===== config.mk =====
export PLATFORM = sky130hd
export DESIGN_NAME = image_pixel_loader
export DESIGN_NICKNAME = d
export VERILOG_FILES = /design/src/rtl/image_pixel_loader.sv
export SDC_FILE = /design/constraint.sdc
export NUM_CORES = 1
export LEC_CHECK = 0
export ABC_CLOCK_PERIOD_IN_PS = 2200
export CORE_AREA = 5 5 304 306
export DETAILED_ROUTE_END_ITERATION = 10
export DIE_AREA = 0 0 309 311
export PLACE_DENSITY = 0.69
export RECOVER_POWER = 50
export SKIP_CTS_REPAIR_TIMING = 1
export SYNTH_ARGS = -nofsm -noshare
export SYNTH_HDL_FRONTEND = slang
export SYNTH_SLANG_ARGS = --single-unit

===== constraint.sdc =====
create_clock -name clk -period 2.2 [get_ports clk]
set_input_delay 0.33 -clock clk [delete_from_list [all_inputs] [get_ports clk]]
set_output_delay 0.33 -clock clk [all_outputs]
set_load 0.005 [all_outputs]

===== src/rtl/image_pixel_loader.sv =====
// Binarizes a raster-order grayscale pixel stream into a DIM x DIM frame and hands it to the classifier.
// IMAGE_LOADER_DOUBLE_BUF_EN selects a two-bank buffer so filling overlaps presentation.
module image_pixel_loader #(
  parameter int bW     = 8,
  parameter int THRESH = 128,
  parameter int DIM    = 28
) (
  input  logic          clk,
  input  logic          rst,
  input  logic          pix_in_valid,
  output logic          pix_in_ready,
  input  logic [bW-1:0] pix_in,
  input  logic          pix_in_last,
  output logic          image_out_valid,
  input  logic          image_out_ready,
  output logic          image [DIM][DIM],
  output logic          frame_err
);
  localparam int CW = (DIM > 1) ? $clog2(DIM) : 1;
  localparam logic [CW-1:0] LAST_IDX = CW'(DIM - 1);
  localparam logic [bW-1:0] THR      = bW'(THRESH);

  // A beat or frame transfers on a rising clock edge where valid and ready are both high;
  // ready never depends on valid, and valid holds with stable data until the transfer.
  logic [CW-1:0] row_q, row_d, col_q, col_d;
  logic          frame_err_q, frame_err_d;
  logic          accept, at_final, complete, handshake, pix_bit;

  assign accept    = pix_in_valid & pix_in_ready;
  assign at_final  = (row_q == LAST_IDX) && (col_q == LAST_IDX);
  assign complete  = accept & at_final;
  assign handshake = image_out_valid & image_out_ready;
  assign pix_bit   = (pix_in >= THR);
  assign frame_err = frame_err_q;

  // Early last drops the partial frame; a missing last still commits the frame.
  always_comb begin
    row_d       = row_q;
    col_d       = col_q;
    frame_err_d = 1'b0;
    if (accept) begin
      if (at_final) begin
        row_d       = '0;
        col_d       = '0;
        frame_err_d = ~pix_in_last;
      end else if (pix_in_last) begin
        row_d       = '0;
        col_d       = '0;
        frame_err_d = 1'b1;
      end else if (col_q == LAST_IDX) begin
        col_d = '0;
        row_d = row_q + 1'b1;
      end else begin
        col_d = col_q + 1'b1;
      end
    end
  end

  always_ff @(posedge clk) begin
    if (rst) begin
      row_q       <= '0;
      col_q       <= '0;
      frame_err_q <= 1'b0;
    end else begin
      row_q       <= row_d;
      col_q       <= col_d;
      frame_err_q <= frame_err_d;
    end
  end

`ifdef IMAGE_LOADER_DOUBLE_BUF_EN
  logic img_q [2][DIM][DIM];
  logic pres_valid_q, pres_valid_d, pending_q, pending_d;
  logic pres_bank_q, pres_bank_d, fill_bank_q, fill_bank_d;

  // pending_q marks a full fill bank waiting behind the presenting bank.
  always_comb begin
    pres_valid_d = pres_valid_q;
    pending_d    = pending_q;
    pres_bank_d  = pres_bank_q;
    fill_bank_d  = fill_bank_q;
    if (complete && (!pres_valid_q || handshake)) begin
      pres_valid_d = 1'b1;
      pres_bank_d  = fill_bank_q;
      fill_bank_d  = ~fill_bank_q;
    end else if (complete) begin
      pending_d = 1'b1;
    end else if (handshake && pending_q) begin
      pres_bank_d = fill_bank_q;
      fill_bank_d = ~fill_bank_q;
      pending_d   = 1'b0;
    end else if (handshake) begin
      pres_valid_d = 1'b0;
    end
  end

  assign pix_in_ready    = ~rst & ~pending_q;
  assign image_out_valid = pres_valid_q;

  always_comb begin
    for (int r = 0; r < DIM; r++)
      for (int c = 0; c < DIM; c++)
        image[r][c] = img_q[pres_bank_q][r][c];
  end

  always_ff @(posedge clk) begin
    if (rst) begin
      pres_valid_q <= 1'b0;
      pending_q    <= 1'b0;
      pres_bank_q  <= 1'b0;
      fill_bank_q  <= 1'b0;
      for (int b = 0; b < 2; b++)
        for (int r = 0; r < DIM; r++)
          for (int c = 0; c < DIM; c++)
            img_q[b][r][c] <= 1'b0;
    end else begin
      pres_valid_q <= pres_valid_d;
      pending_q    <= pending_d;
      pres_bank_q  <= pres_bank_d;
      fill_bank_q  <= fill_bank_d;
      if (accept) img_q[fill_bank_q][row_q][col_q] <= pix_bit;
    end
  end
`else
  localparam logic [0:0] ST_FILL    = 1'b0;
  localparam logic [0:0] ST_PRESENT = 1'b1;

  logic [0:0] state_q, state_d;
  logic       img_q [DIM][DIM];

  always_comb begin
    state_d = state_q;
    if (state_q == ST_FILL && complete)          state_d = ST_PRESENT;
    else if (state_q == ST_PRESENT && handshake) state_d = ST_FILL;
  end

  assign pix_in_ready    = ~rst & (state_q == ST_FILL);
  assign image_out_valid = (state_q == ST_PRESENT);

  always_comb begin
    for (int r = 0; r < DIM; r++)
      for (int c = 0; c < DIM; c++)
        image[r][c] = img_q[r][c];
  end

  // Contents persist after presentation; only reset clears them.
  always_ff @(posedge clk) begin
    if (rst) begin
      state_q <= ST_FILL;
      for (int r = 0; r < DIM; r++)
        for (int c = 0; c < DIM; c++)
          img_q[r][c] <= 1'b0;
    end else begin
      state_q <= state_d;
      if (accept) img_q[row_q][col_q] <= pix_bit;
    end
  end
`endif

endmodule


Word-level counts from Yosys, hierarchy flattened
Memories as Yosys holds them, arrays and structs flattened.
Cells that the tools add are included.
{ "op_classes": {"add_sub_neg": 2, "magnitude_cmp": 3, "div": 0, "reduce_logical": 9, "bitwise_logic": 9, "eq_ne": 2, "multipliers": 0, "n_shift": 0, "n_mux": 20} }
{ "op_table": {"columns": ["cell", "n"], "rows": [
  ["$mux 28", 3],
  ["$mux 5", 7],
  ["$reduce_or 28->1", 1],
  ["$add 5x1->5 const B", 2],
  ["$eq 5x5->1 const B", 2],
  ["$mux 1", 9],
  ["$ge 8x8->1 const B", 1],
  ["$ge 6x6->1 const B", 1],
  ["$lt 6x1->1 const B", 1],
  ["$not 5->6", 1],
  ["$demux 1 s5", 1],
  ["$and 1x1->1", 4],
  ["$logic_and 1x1->1", 4],
  ["$not 1->1", 4],
  ["$reduce_bool 3->1", 1],
  ["$reduce_and 2->1", 1],
  ["$reduce_bool 2->1", 1],
  ["$reduce_or 2->1", 1]
]} }
{ "word_totals": {"elab_cells": 50, "mem_bits_rw": 784, "latchBits": 0, "mem_count": 1, "register_bits": 12, "mem_bits_ro": 0, "input_bits": 13} }
{ "memory_table": {"columns": ["memory", "depth", "word_bits", "rd", "rd_clocked_by_memory_dff", "write_ports", "line_no", "text"], "rows": [
  ["img_q", 28, 28, 28, 0, 28, "129", "logic img_q [DIM][DIM];"]
]} }

Logic depth before layout (Yosys ltp)
{ "depth": {"ltp_word": 8, "mapped_depth": 8, "depth_no_buf": 7} }

Least setup slack after synthesis
Ideal clock, no wire load.
{ "synth_path": {"path_kind": "reg2reg", "startpoint": "register row_q[0]", "endpoint": "memory img_q[16][11] (netlist bit) (enable)", "stages_incl_launch_ff": 9, "n_path_buf": 3, "t_arrival_ns": 1.631, "setup_slack_ns": 0.278, "synth_period_minus_slack_ns": 1.922, "cell_sequence": "dfxtp_1 -> inv_1 -> ha_1 -> buf_2 -> nand2b_1 -> nor2_1 -> clkbuf_1 -> buf_1 -> a21o_1"} }
{ "synth_lines": {"columns": ["item", "line_no", "text"], "rows": [
  ["start, declared", "25", "logic [CW-1:0] row_q, row_d, col_q, col_d;"],
  ["start signal, assigned", "65", "row_q <= row_d;"],
  ["end, declared", "129", null]
]} }

==> results.json <==
{
  "synth-compound-area-share_pct": 16.9,
  "synthCells": 2976,
  "hold_path.startpoint": "rst",
  "holdPathStages": 4,
  "ant_nets": 0,
  "die_x_microns": 309,
  "cts_buffer_depth": 3,
  "slew_viol_final": 0,
  "final_common_cell": "nor2_1",
  "tightestPinTransition_ps": 894,
  "synth_edf_count": 784,
  "grt_max_degree": 110,
  "path_class": "flip-flop to flip-flop",
  "stdcell_count": 5003,
  "critPathBufInv": 3,
  "finalNetCount": 3779,
  "hp-class": "primary input to flip-flop",
  "initial_utilization_pct": 39.9,
  "ys_ff_latch": 796,
  "reg2regPathDepth": 7,
  "routed-via-count": 27800,
  "synth_xor_xnor_area_share_pct": 0,
  "crit_required_ps": 2550,
  "worstSetupStartpointType": "flip-flop",
  "cp_slowest_cell": "clkbuf_2",
  "r2r_setup_slack_ps": 40,
  "status": "complete, no violations",
  "wl_mm": 139,
  "wl_per_cell_microns": 27.8,
  "gr-total-overflow": 0,
  "cp_top_family": "buffers and inverters",
  "remaining_drc_errors": 0,
  "place_area_sq_um": 47100,
  "cts_buffers": 85,
  "die_area_sq_um": 96100,
  "insertion_delay_ps": 650,
  "reg2reg_to": "img_q[10][18]",
  "synthesis.nets": 2999,
  "gp_congestion": 0.859,
  "hpwl_mm": 95.9,
  "clock_sinks": 796,
  "drt_iter0_drc": 3194,
  "min_period_ps": 2160,
  "ys_async_sr_fraction_pct": 0,
  "hold_viol_final": 0,
  "finalCritPeriodShare_pct": 98.0,
  "via_per_inst": 5.57,
  "rows": 110,
  "grt_usage_pct": 27.7,
  "ys.flop_type": "edfxtp_1",
  "synth_simple_gate_area_share_pct": 11.1,
  "r2r_start": "image_out_valid",
  "synth_top_area_share_pct": 66.0,
  "relSlewSlack_pct": 40.4,
  "peakVddDrop_mv": 0.601,
  "max_stage_delay_ps": 560,
  "mostFrequentLayoutCells": "804 x nor2_1, 784 x edfxtp_1, 566 x dlygate4sd3_1",
  "dp.cells": 4845,
  "die_h_microns": 311,
  "rsz0062_at_grt": "false",
  "min_to": "frame_err",
  "setup_viol": 0,
  "syn_area_per_cell_sq_um": 12.0,
  "grt_pass1_wl_mm": 195,
  "syn_area_sq_um": 35700,
  "hold_ws_ps": 217,
  "synth_top_family_by_area": "compound AO/OA/AOI/OAI gates",
  "yosysUniqueCellTypes": 50,
  "synth_fa_ha_area_share_pct": 0.351,
  "finalClockSkew_ps": 32.2,
  "setup_tns_ps": 0,
  "core_sq_um": 89300,
  "p_leak_nw": 19.7,
  "synthTopCellsByArea": "edfxtp_1 66%, a21o_1 12%, nor2_1 8.7%, o21bai_1 4.7%, buf_2 2.7%",
  "p_per_area_nw_per_um2": 693,
  "max_freq_ghz": 0.464,
  "first_pass_iters": 5,
  "port_buffers": 792,
  "drive_gt1_share_pct": 12.4,
  "final_cell_area_sq_um": 49100,
  "ys_seq_area_share_pct": 66.7,
  "drv_cap": 0,
  "path_clk_slew_ps": 60,
  "cp_max_fo": 20,
  "h-tree-depth": 3,
  "crit_chain": "nor3b_2, buf_4, nand2_1, buf_2, nor2_2, clkbuf_2, a21o_1",
  "synth_top_cell_by_area": "edfxtp_1",
  "clockRootBuffer": "clkbuf_16",
  "antenna_found_initial": 3,
  "grt_pass1_vias": 27200,
  "synth.mux.area_fraction_pct": 0,
  "syn2layout_area_growth_pct": 37.6,
  "endpoint_kind": "flip-flop",
  "io_pins": 800,
  "final_core_util_pct": 54.9,
  "cp.arrival_ps": 2510,
  "cts_tree": "done",
  "ys_warn_count": 0
}
## sequential cells by signal, summed over array words and instances, names as in the netlist
signal,count
image_out_valid,1
col_q,5
frame_err,1
row_q,5
img_q,784
## worst reg2reg max path, stage by stage, from the launching register on
cell and delay (ps):
dfxtp_2 340, nor3b_2 170, buf_4 170, nand2_1 60, buf_2 220, nor2_2 140, clkbuf_2 560, a21o_1 230
## cells by family after synthesis
| family | after synthesis |
|---|---|
| AO/OA/AOI/OAI | 805 |
| adder cells (fa/ha/maj) | 10 |
| buffers and inverters | 400 |
| flip-flops | 796 |
| AND/OR/NAND/NOR | 965 |
## cells in the mapped netlist, types with 2 or more instances
| library cell | n |
|---|---|
| edfxtp_1 | 784 |
| o21ai_0 | 3 |
| a31oi_1 | 3 |
| ha_1 | 10 |
| nand2_1 | 40 |
| buf_2 | 191 |
| nand3_1 | 15 |
| nor2_1 | 831 |
| nand2_2 | 21 |
| and3b_1 | 2 |
| nand3b_1 | 2 |
| inv_1 | 8 |
| or3_1 | 2 |
| and2_1 | 6 |
| nand4b_1 | 5 |
| buf_1 | 6 |
| nand4_2 | 4 |
| nand2b_1 | 11 |
| buf_4 | 8 |
| a21oi_1 | 8 |
| o21bai_1 | 224 |
| a21o_1 | 559 |
| buf_6 | 2 |
| nor3_1 | 3 |
| nor3b_2 | 2 |
| or3b_2 | 2 |
| clkbuf_1 | 184 |
| a211oi_1 | 3 |
| and4b_1 | 2 |
| dfxtp_1 | 12 |
| nand4_1 | 4 |
## final cells by class
| cell class | instances | area, sq um |
|---|---|---|
| Fill cell | 7427 | 40300 |
| Sequential cell | 796 | 23800 |
| Timing Repair Buffer | 1085 | 10800 |
| Multi-Input combinational cell | 1780 | 10200 |
| Clock buffer | 107 | 2270 |
| Tap cell | 1176 | 1470 |
| Clock inverter | 49 | 482 |
| Inverter | 8 | 30.0 |
| Antenna cell | 2 | 5.00 |
## how the worst max path moves through the flow
stage / startpoint / endpoint / slack [ps] / cells after the start
6_report: image_out_valid / img_q[10][18] / 40 / 7
5_1_grt: row_q[1] / img_q[25][26] / 9 / 7
4_1_cts: col_q[3] / image_out_valid / -20 / 7
3_5_place_dp: pix_in_valid / img_q[4][21] / -190 / 9
3_3_place_gp: pix_in_valid / img_q[4][21] / -200 / 9
2_1_floorplan: row_q[0] / img_q[16][11] / 280 / 8
## metal layers
metal | track usage [%] | wire length [microns] | vias up
li1 | - | - | 11900
met1 | 34.4 | 50400 | 13900
met2 | 45.4 | 66500 | 1690
met3 | 6.88 | 13900 | 348
met4 | 13.4 | 8050 | 2
met5 | 0 | 7 | -
## metrics by stage
stage                     power [mW]  setup slack, ps
final                           34.0             43.7
after global routing            35.1             9.40
after CTS                       34.5            -15.3
after detailed placement        20.1             -191
after global placement          20.0             -197
after floorplan                 18.5              278
## report_power, final
part / leakage, nW / switching (mW) / total, mW / internal (mW)
clock: 1.34 / 6.21 / 14.4 / 8.19
combinational: 10.3 / 1.05 / 2.28 / 1.23
sequential: 8.10 / 0.193 / 17.3 / 17.1
Note: power is estimated with default switching activity, not from simulation.
